## config.mk

```make
export PLATFORM = sky130hd
export DESIGN_NAME = program_loader
export DESIGN_NICKNAME = d
export VERILOG_FILES = /design/src/rtl/cpu_pkg.sv /design/src/rtl/load_addr_counter.sv /design/src/rtl/program_loader.sv
export SDC_FILE = /design/constraint.sdc
export NUM_CORES = 1
export LEC_CHECK = 0
export ABC_AREA = 1
export CAP_MARGIN = 20
export CORE_MARGIN = 2
export CORE_UTILIZATION = 42
export DETAILED_ROUTE_END_ITERATION = 7
export PLACE_DENSITY = 0.8
export SLEW_MARGIN = 20
export SYNTH_ARGS = -nofsm -noshare
export SYNTH_HDL_FRONTEND = slang
export SYNTH_SLANG_ARGS = --single-unit
```

## constraint.sdc

```tcl
create_clock -name clk -period 1.35 [get_ports clk]
set_input_delay 0.135 -clock clk [delete_from_list [all_inputs] [get_ports clk]]
set_output_delay 0.135 -clock clk [all_outputs]
set_load 0.02 [all_outputs]
```

## src/rtl/cpu_pkg.sv

```systemverilog
// Shared types and default sizes for the program loader and its address counter.
package cpu_pkg;

    localparam int DEF_DATA_W = 8;
    localparam int DEF_ADDR_W = 4;

    typedef enum logic [2:0] {
        ST_RUN     = 3'd0,
        ST_DRAIN   = 3'd1,
        ST_LOAD    = 3'd2,
        ST_FLUSH   = 3'd3,
        ST_RELEASE = 3'd4
    } loader_state_t;

endpackage

```

## src/rtl/load_addr_counter.sv

```systemverilog
// Loader write-address counter: synchronous clear, saturating increment, terminal-count flag.
module load_addr_counter #(
    parameter int ADDR_W = 4
) (
    input  logic              clk,
    input  logic              rst,
    input  logic              clr,
    input  logic              inc,
    output logic [ADDR_W-1:0] count,
    output logic              tc
);

    logic [ADDR_W-1:0] count_r;

    // Count register; holds at the last address so a stream can never wrap over address 0.
    always_ff @(posedge clk or posedge rst) begin
        if (rst) begin
            count_r <= {ADDR_W{1'b0}};
        end else if (clr) begin
            count_r <= {ADDR_W{1'b0}};
        end else if (inc && !tc) begin
            count_r <= count_r + {{(ADDR_W-1){1'b0}}, 1'b1};
        end else begin
            count_r <= count_r;
        end
    end

    assign count = count_r;
    assign tc    = &count_r;

endmodule

```

## src/rtl/program_loader.sv

```systemverilog
// Halts the CPU at an instruction boundary, streams loader bytes into RAM, then pulses CPU reset.
module program_loader
    import cpu_pkg::*;
#(
    parameter int DATA_W = DEF_DATA_W,
    parameter int ADDR_W = DEF_ADDR_W
) (
    input  logic              clk,
    input  logic              rst,
    input  logic              load_start,
    input  logic              fetch_boundary,
    input  logic              ld_valid,
    input  logic [DATA_W-1:0] ld_data,
    input  logic              ld_last,
    output logic              ld_ready,
    input  logic [ADDR_W-1:0] cpu_addr,
    input  logic [DATA_W-1:0] cpu_wdata,
    input  logic              cpu_we,
    output logic [ADDR_W-1:0] ram_addr,
    output logic [DATA_W-1:0] ram_wdata,
    output logic              ram_we,
    output logic              cpu_hold,
    output logic              cpu_rst,
    output logic              load_busy
);

    loader_state_t     state_r;
    loader_state_t     state_s;

    logic              hs_s;
    logic              cnt_clr_s;
    logic [ADDR_W-1:0] cnt_s;
    logic              cnt_tc_s;

    logic              wr_pend_r;
    logic [ADDR_W-1:0] wr_addr_r;
    logic [DATA_W-1:0] wr_data_r;

    assign hs_s      = ld_valid && (state_r == ST_LOAD);
    assign cnt_clr_s = (state_r == ST_DRAIN) && fetch_boundary;

    load_addr_counter #(
        .ADDR_W (ADDR_W)
    ) u_addr_cnt (
        .clk   (clk),
        .rst   (rst),
        .clr   (cnt_clr_s),
        .inc   (hs_s),
        .count (cnt_s),
        .tc    (cnt_tc_s)
    );

    // State register.
    always_ff @(posedge clk or posedge rst) begin
        if (rst) begin
            state_r <= ST_RUN;
        end else begin
            state_r <= state_s;
        end
    end

    // Next-state logic; a last byte landing on the final address still takes a single step to FLUSH.
    always_comb begin
        state_s = state_r;
        case (state_r)
            ST_RUN: begin
                if (load_start) begin
                    state_s = ST_DRAIN;
                end else begin
                    state_s = ST_RUN;
                end
            end
            ST_DRAIN: begin
                if (fetch_boundary) begin
                    state_s = ST_LOAD;
                end else begin
                    state_s = ST_DRAIN;
                end
            end
            ST_LOAD: begin
                if (hs_s && (ld_last || cnt_tc_s)) begin
                    state_s = ST_FLUSH;
                end else begin
                    state_s = ST_LOAD;
                end
            end
            ST_FLUSH:   state_s = ST_RELEASE;
            ST_RELEASE: state_s = ST_RUN;
            default:    state_s = ST_RUN;
        endcase
    end

    // One-deep write stage: an accepted byte reaches RAM on the following cycle.
    always_ff @(posedge clk or posedge rst) begin
        if (rst) begin
            wr_pend_r <= 1'b0;
            wr_addr_r <= {ADDR_W{1'b0}};
            wr_data_r <= {DATA_W{1'b0}};
        end else if (hs_s) begin
            wr_pend_r <= 1'b1;
            wr_addr_r <= cnt_s;
            wr_data_r <= ld_data;
        end else begin
            wr_pend_r <= 1'b0;
            wr_addr_r <= wr_addr_r;
            wr_data_r <= wr_data_r;
        end
    end

    // Status outputs decoded from the current state.
    always_comb begin
        ld_ready  = 1'b0;
        cpu_hold  = 1'b0;
        cpu_rst   = 1'b0;
        load_busy = 1'b0;
        case (state_r)
            ST_RUN: begin
                ld_ready  = 1'b0;
                cpu_hold  = 1'b0;
                load_busy = 1'b0;
            end
            ST_DRAIN, ST_FLUSH: begin
                cpu_hold  = 1'b1;
                load_busy = 1'b1;
            end
            ST_LOAD: begin
                ld_ready  = 1'b1;
                cpu_hold  = 1'b1;
                load_busy = 1'b1;
            end
            ST_RELEASE: begin
                cpu_rst   = 1'b1;
                cpu_hold  = 1'b1;
                load_busy = 1'b1;
            end
            default: begin
                ld_ready  = 1'b0;
                cpu_hold  = 1'b0;
                cpu_rst   = 1'b0;
                load_busy = 1'b0;
            end
        endcase
    end

    // RAM port mux: CPU passes straight through only in RUN; otherwise only loader writes get out.
    always_comb begin
        ram_addr  = wr_addr_r;
        ram_wdata = wr_data_r;
        ram_we    = 1'b0;
        if (state_r == ST_RUN) begin
            ram_addr  = cpu_addr;
            ram_wdata = cpu_wdata;
            ram_we    = cpu_we;
        end else begin
            ram_addr  = wr_addr_r;
            ram_wdata = wr_data_r;
            ram_we    = wr_pend_r;
        end
    end

endmodule

```

After elaboration in Yosys (flattened, before gate mapping). Index checks and enable logic that the tools add are counted.

Add/subtract/negate cells: 1. Reduce and logical (&&, ||, !) cells: 10. Muxes and demuxes: 13. Equality and inequality tests: 4.

Operators by type and width (number): two-way mux 4 bit (3); case mux 3 bit (4 select lines) (1); two-way mux 8 bit (1); two-way mux 1 bit (7); == test 3 x 2 -> 1 bit, second input constant (2); adder 4 x 1 -> 4 bit, second input constant (1); logical AND 1 bit (4); AND reduction 4 bit (1); OR reduction 4 bit (1); == test 3 x 1 -> 1 bit, second input constant (1); == test 3 bit, second input constant (1); logical NOT 3 bit (1); two-way mux 2 bit (1); nonzero test 2 bit (1); logical NOT 1 bit (1); logical OR 1 bit (1).

Bits in registers: 20. Output and inout bits: 17. Word-level logic and storage cells: 33. Input port bits: 27.

Logic depth before layout (Yosys ltp).
Depth after elaboration: 5. Mapped depth: 7. Depth with buffers taken out: 6.

By module. Synthesis repeated with hierarchy kept, for this count alone.

Cells, all modules: 153. Area, all modules: 1112.3 sq um.

Modules (own cells, without submodules): program_loader (sequential area each 400.4 sq um, area each 883.3 sq um, cells each 123, instances 1); load_addr_counter (sequential area each 100.1 sq um, area each 229.0 sq um, cells each 30, instances 1).

Worst setup path after synthesis. OpenSTA, ideal clock, no wires.

Path type: register -> output. Start: register state_r[1]. End: output load_busy. Path slack: -50 ps. Cell stages (with the launch flop): 4. Arrival: 1265 ps. Data required time: 1215 ps. Cell sequence: dfrtp_1 > nor2_4 > xor2_1 > buf_4.

Word-level cells in the longest chain between the ends: 3.

Ends and longest elaborated chain: from (decl) (line program_loader.sv:27) `loader_state_t state_r;`; from (signal assigned) (line program_loader.sv:58) `state_r <= state_s;`; == test 3 x 2 -> 1 bit, or another cell as far along; OR reduction 4 bit (no source line) (*); two-way mux 1 bit (*); to (decl) (line program_loader.sv:24) `output logic load_busy`.

Mark *: on every way between the ends. The rest lies on a longest branch, timed or not.

Worst setup path in the final report.
Start: register state_r[0]. End: output ram_addr[2].

Word-level cells in the longest chain between the ends: 2.

Ends and longest elaborated chain: logical NOT 3 bit (line program_loader.sv:150) `if (state_r == ST_RUN) begin`; two-way mux 4 bit (line program_loader.sv:150); to (decl) (line program_loader.sv:19) `output logic [ADDR_W-1:0] ram_addr,`.

No other way between the ends.

==> impl_metrics.csv <==
group,metric,value,unit
logic_synthesis,synth.distinct_cells,21,
timing,finalCritPeriodShare,111,%
placed_design,dp_slack,-0.230,ns
timing,final-setup-viol-count,31,
floorplanning,coreArea,2480,µm²
floorplanning,io_pins,44,
timing,tightest_slew,0.266,ns
clock_network,cts-root-buf,"clkbuf_4",
power,p_per_area,2160,nW/µm²
global_routing,grt_pass1_vias,1023,
clock_network,clkTransAtPathRegs,0.12,ns
global_routing,grt_antenna_before_repair,0,
logic_synthesis,syn-instance-count,145,
clock_network,ctsHoldBuffers,0,
layout,synthToLayoutAreaGrowth,59.8,%
logic_synthesis,syn_area_per_cell,7.56,µm²
global_routing,grt_usage,20.7,%
placed_design,place.gp.congestion,0.785,
run,drv_cap,0,
layout,fin_area,1750,µm²
route,wirelength,3280,µm
logic_synthesis,synth_top_cell_by_area,"dfrtp_1",
layout,antenna_cells,0,
route,num_vias,1174,
worst_setup_path,critical_path_arrival,1.36,ns
global_routing,grt-ovfl-total,0,
worst_setup_path,crit_required,1.22,ns
route,firstDrtPassIters,4,
timing,layout_min_cycle_time,1.50,ns
timing,fin_ws,-0.150,ns
clock_network,clock_latency,0.31,ns
layout,regArea,500,µm²
global_routing,grt_first_pass_wirelength,4390,µm
layout,drive_gt1_share,33.3,%
clock_network,tritoncts,"done",
logic_synthesis,synth_top_area_share,45.7,%
timing,slew_headroom,82.3,%
logic_synthesis,syn-num-nets,173,
worst_setup_path,worstPathMaxFanout,7,
timing,setup_tns,-2.42,ns
logic_synthesis,yosys_warnings,0,
route,avgViaCountPerCell,5.02,
power,ir_drop,1.36,mV
floorplanning,dieArea,3030,µm²
clock_network,cts_buffer_depth,2,
layout,multi_input_area,586,µm²
worst_setup_path,cp-start-kind,"register",
worst_setup_path,critical_path_class,"register to output pin",
logic_synthesis,ys_seq_area_share,45.7,%
timing,max_freq,667,MHz
logic_synthesis,ys_top_cells_by_area,"dfrtp_1, nand2_1, nand3_1, buf_6, inv_1",
clock_network,cts_buffers,3,
timing,rsz0062_at_grt,"true",
floorplanning,initial_utilization,44.2,%
placed_design,dpl_cell_area,1630,µm²
placed_design,dp_hpwl,2170,µm
run_status,status,"finished with violations",
power,power.leakage,0.929,nW
worst_setup_path,endpoint_kind,"output pin",
global_routing,grt_max_degree,21,
placed_design,numPortBuffers,43,
clock_network,htree_levels,1,
floorplanning,std_cell_rows,18,
route,drt_iter0_drc,9,
timing,skew,0.00106,ns
floorplanning,die_h,55.1,µm
layout,nets,233,
route,routedWlPerCell,14.0,µm
clock_network,cts.sinks,20,
run_status,violations,"setup timing",
timing,finalHoldViolCount,0,
min_path,hold_class,"primary input to asynchronous set/reset pin",
layout,nFillCells,203,
logic_synthesis,synth_seq_cells,20,
route,postRouteAntennaNets,0,
logic_synthesis,syn_area,1100,µm²
route,drc,0,
timing,maxSlewViolCount,0,
floorplanning,die_w,55.1,µm
## cells by family (layout without fill, tap and decap cells)
| family | Yosys count | after routing | synth area share (%) |
|---|---|---|---|
| AOI/OAI and AO/OA | 2 | 2 | 0.913 |
| xor gates and xnor gates | 2 | 2 | 1.60 |
| adders and majority gates | 1 | 1 | 1.14 |
| buffers and inverters | 15 | 74 | 7.31 |
| DFF | 20 | 20 | 45.7 |
| and+or+nand+nor | 105 | 105 | 43.4 |
## where the power goes
part           switching [mW]  internal, mW  total [mW]  leakage (nW)
clock network           0.196         0.165       0.361        0.0210
registers               0.178         0.818       0.996         0.261
logic                    1.39          1.04        2.43         0.647
total                    1.76          2.03        3.79         0.929
## state kept, by name, summed over array words and instances (netlist names)
register,flops
wr_data_r,8
u_addr_cnt.count,4
wr_addr_r,4
state_r,3
wr_pend_r,1
## cell type report
cell class / instances / area share, %
Timing Repair Buffer: 60 / 31.1
Clock buffer: 4 / 2.07
Inverter: 9 / 2.36
Multi-Input combinational cell: 110 / 33.4
Timing Repair inverter: 1 / 0.357
Sequential cell: 20 / 28.6
Tap cell: 30 / 2.14
## synthesized netlist by cell type, drive strengths merged
library cell and n:
buf 5, clkbuf 1, dfrtp 20, ha 1, inv 9, nand2 69
nand3 28, nand3b 1, nand4 1, nor2 5, nor3 1, o21ai 2
xor2 2
## metal layers
| layer | global-route usage, % | wire length (µm) | up-vias | part of all wire (%) |
|---|---|---|---|---|
| met5 | 0 | 0 | - | 0 |
| met3 | 4.03 | 147 | 5 | 4.5 |
| met1 | 24.4 | 1310 | 564 | 40 |
| met4 | 10.6 | 48 | 0 | 1.5 |
| li1 | - | - | 576 | - |
| met2 | 35.5 | 1770 | 29 | 54 |
## what timing repair did
action / in CTS / in global routing
gates cloned: 0 / 2
setup buffers: 1 / 3
endpoints found under the setup margin: 17 / 30
pin swaps: 2 / 13
resized for setup: 81 / 37
## through the flow
step	utilization (%)	instances	total power, mW	hold slack [ns]
2_1_floorplan	-	145	2.27	0.0988
3_3_place_gp	65.6	225	3.17	0.454
3_5_place_dp	65.6	225	3.23	0.459
4_1_cts	65.6	230	3.44	0.143
5_1_grt	70.7	234	4.03	0.161
6_report	70.7	234	3.79	0.141
## critical path: stages (launching register included)
cell	delay, ns
dfrtp_1	0.43
nor2_4	0.14
nand2_2	0.08
buf_6	0.14
nand2_1	0.06
nand2_1	0.07
buf_6	0.13
## worst paths after layout
check,startpoint,to,slack (ns),depth (start not counted)
min reg2reg,wr_data_r[7]$_DFFE_PP0P_,wr_data_r[7]$_DFFE_PP0P_,0.50,2
max reg2reg,state_r[2]$_DFF_PP0_,u_addr_cnt.count[2]$_DFFE_PP0P_,-0.04,8
min,rst,wr_data_r[0]$_DFFE_PP0P_,0.14,3
min in group clk,ld_data[6],wr_data_r[6]$_DFFE_PP0P_,0.36,3
max in group asynchronous,rst,wr_data_r[6]$_DFFE_PP0P_,1.00,3
max,state_r[0]$_DFF_PP0_,ram_addr[2],-0.15,6
## cell usage in the layout (no fill, tap or decap), types with 2 or more instances in the layout
cell type,n
nand2_2,19
inv_2,2
dfrtp_1,20
nor2_4,2
clkbuf_4,3
nand2_1,50
buf_4,13
nor2_1,2
buf_6,13
clkdlybuf4s50_1,26
nand3_1,26
buf_2,8
inv_1,6
o21ai_1,2
Power figures use the tool's default switching activity.
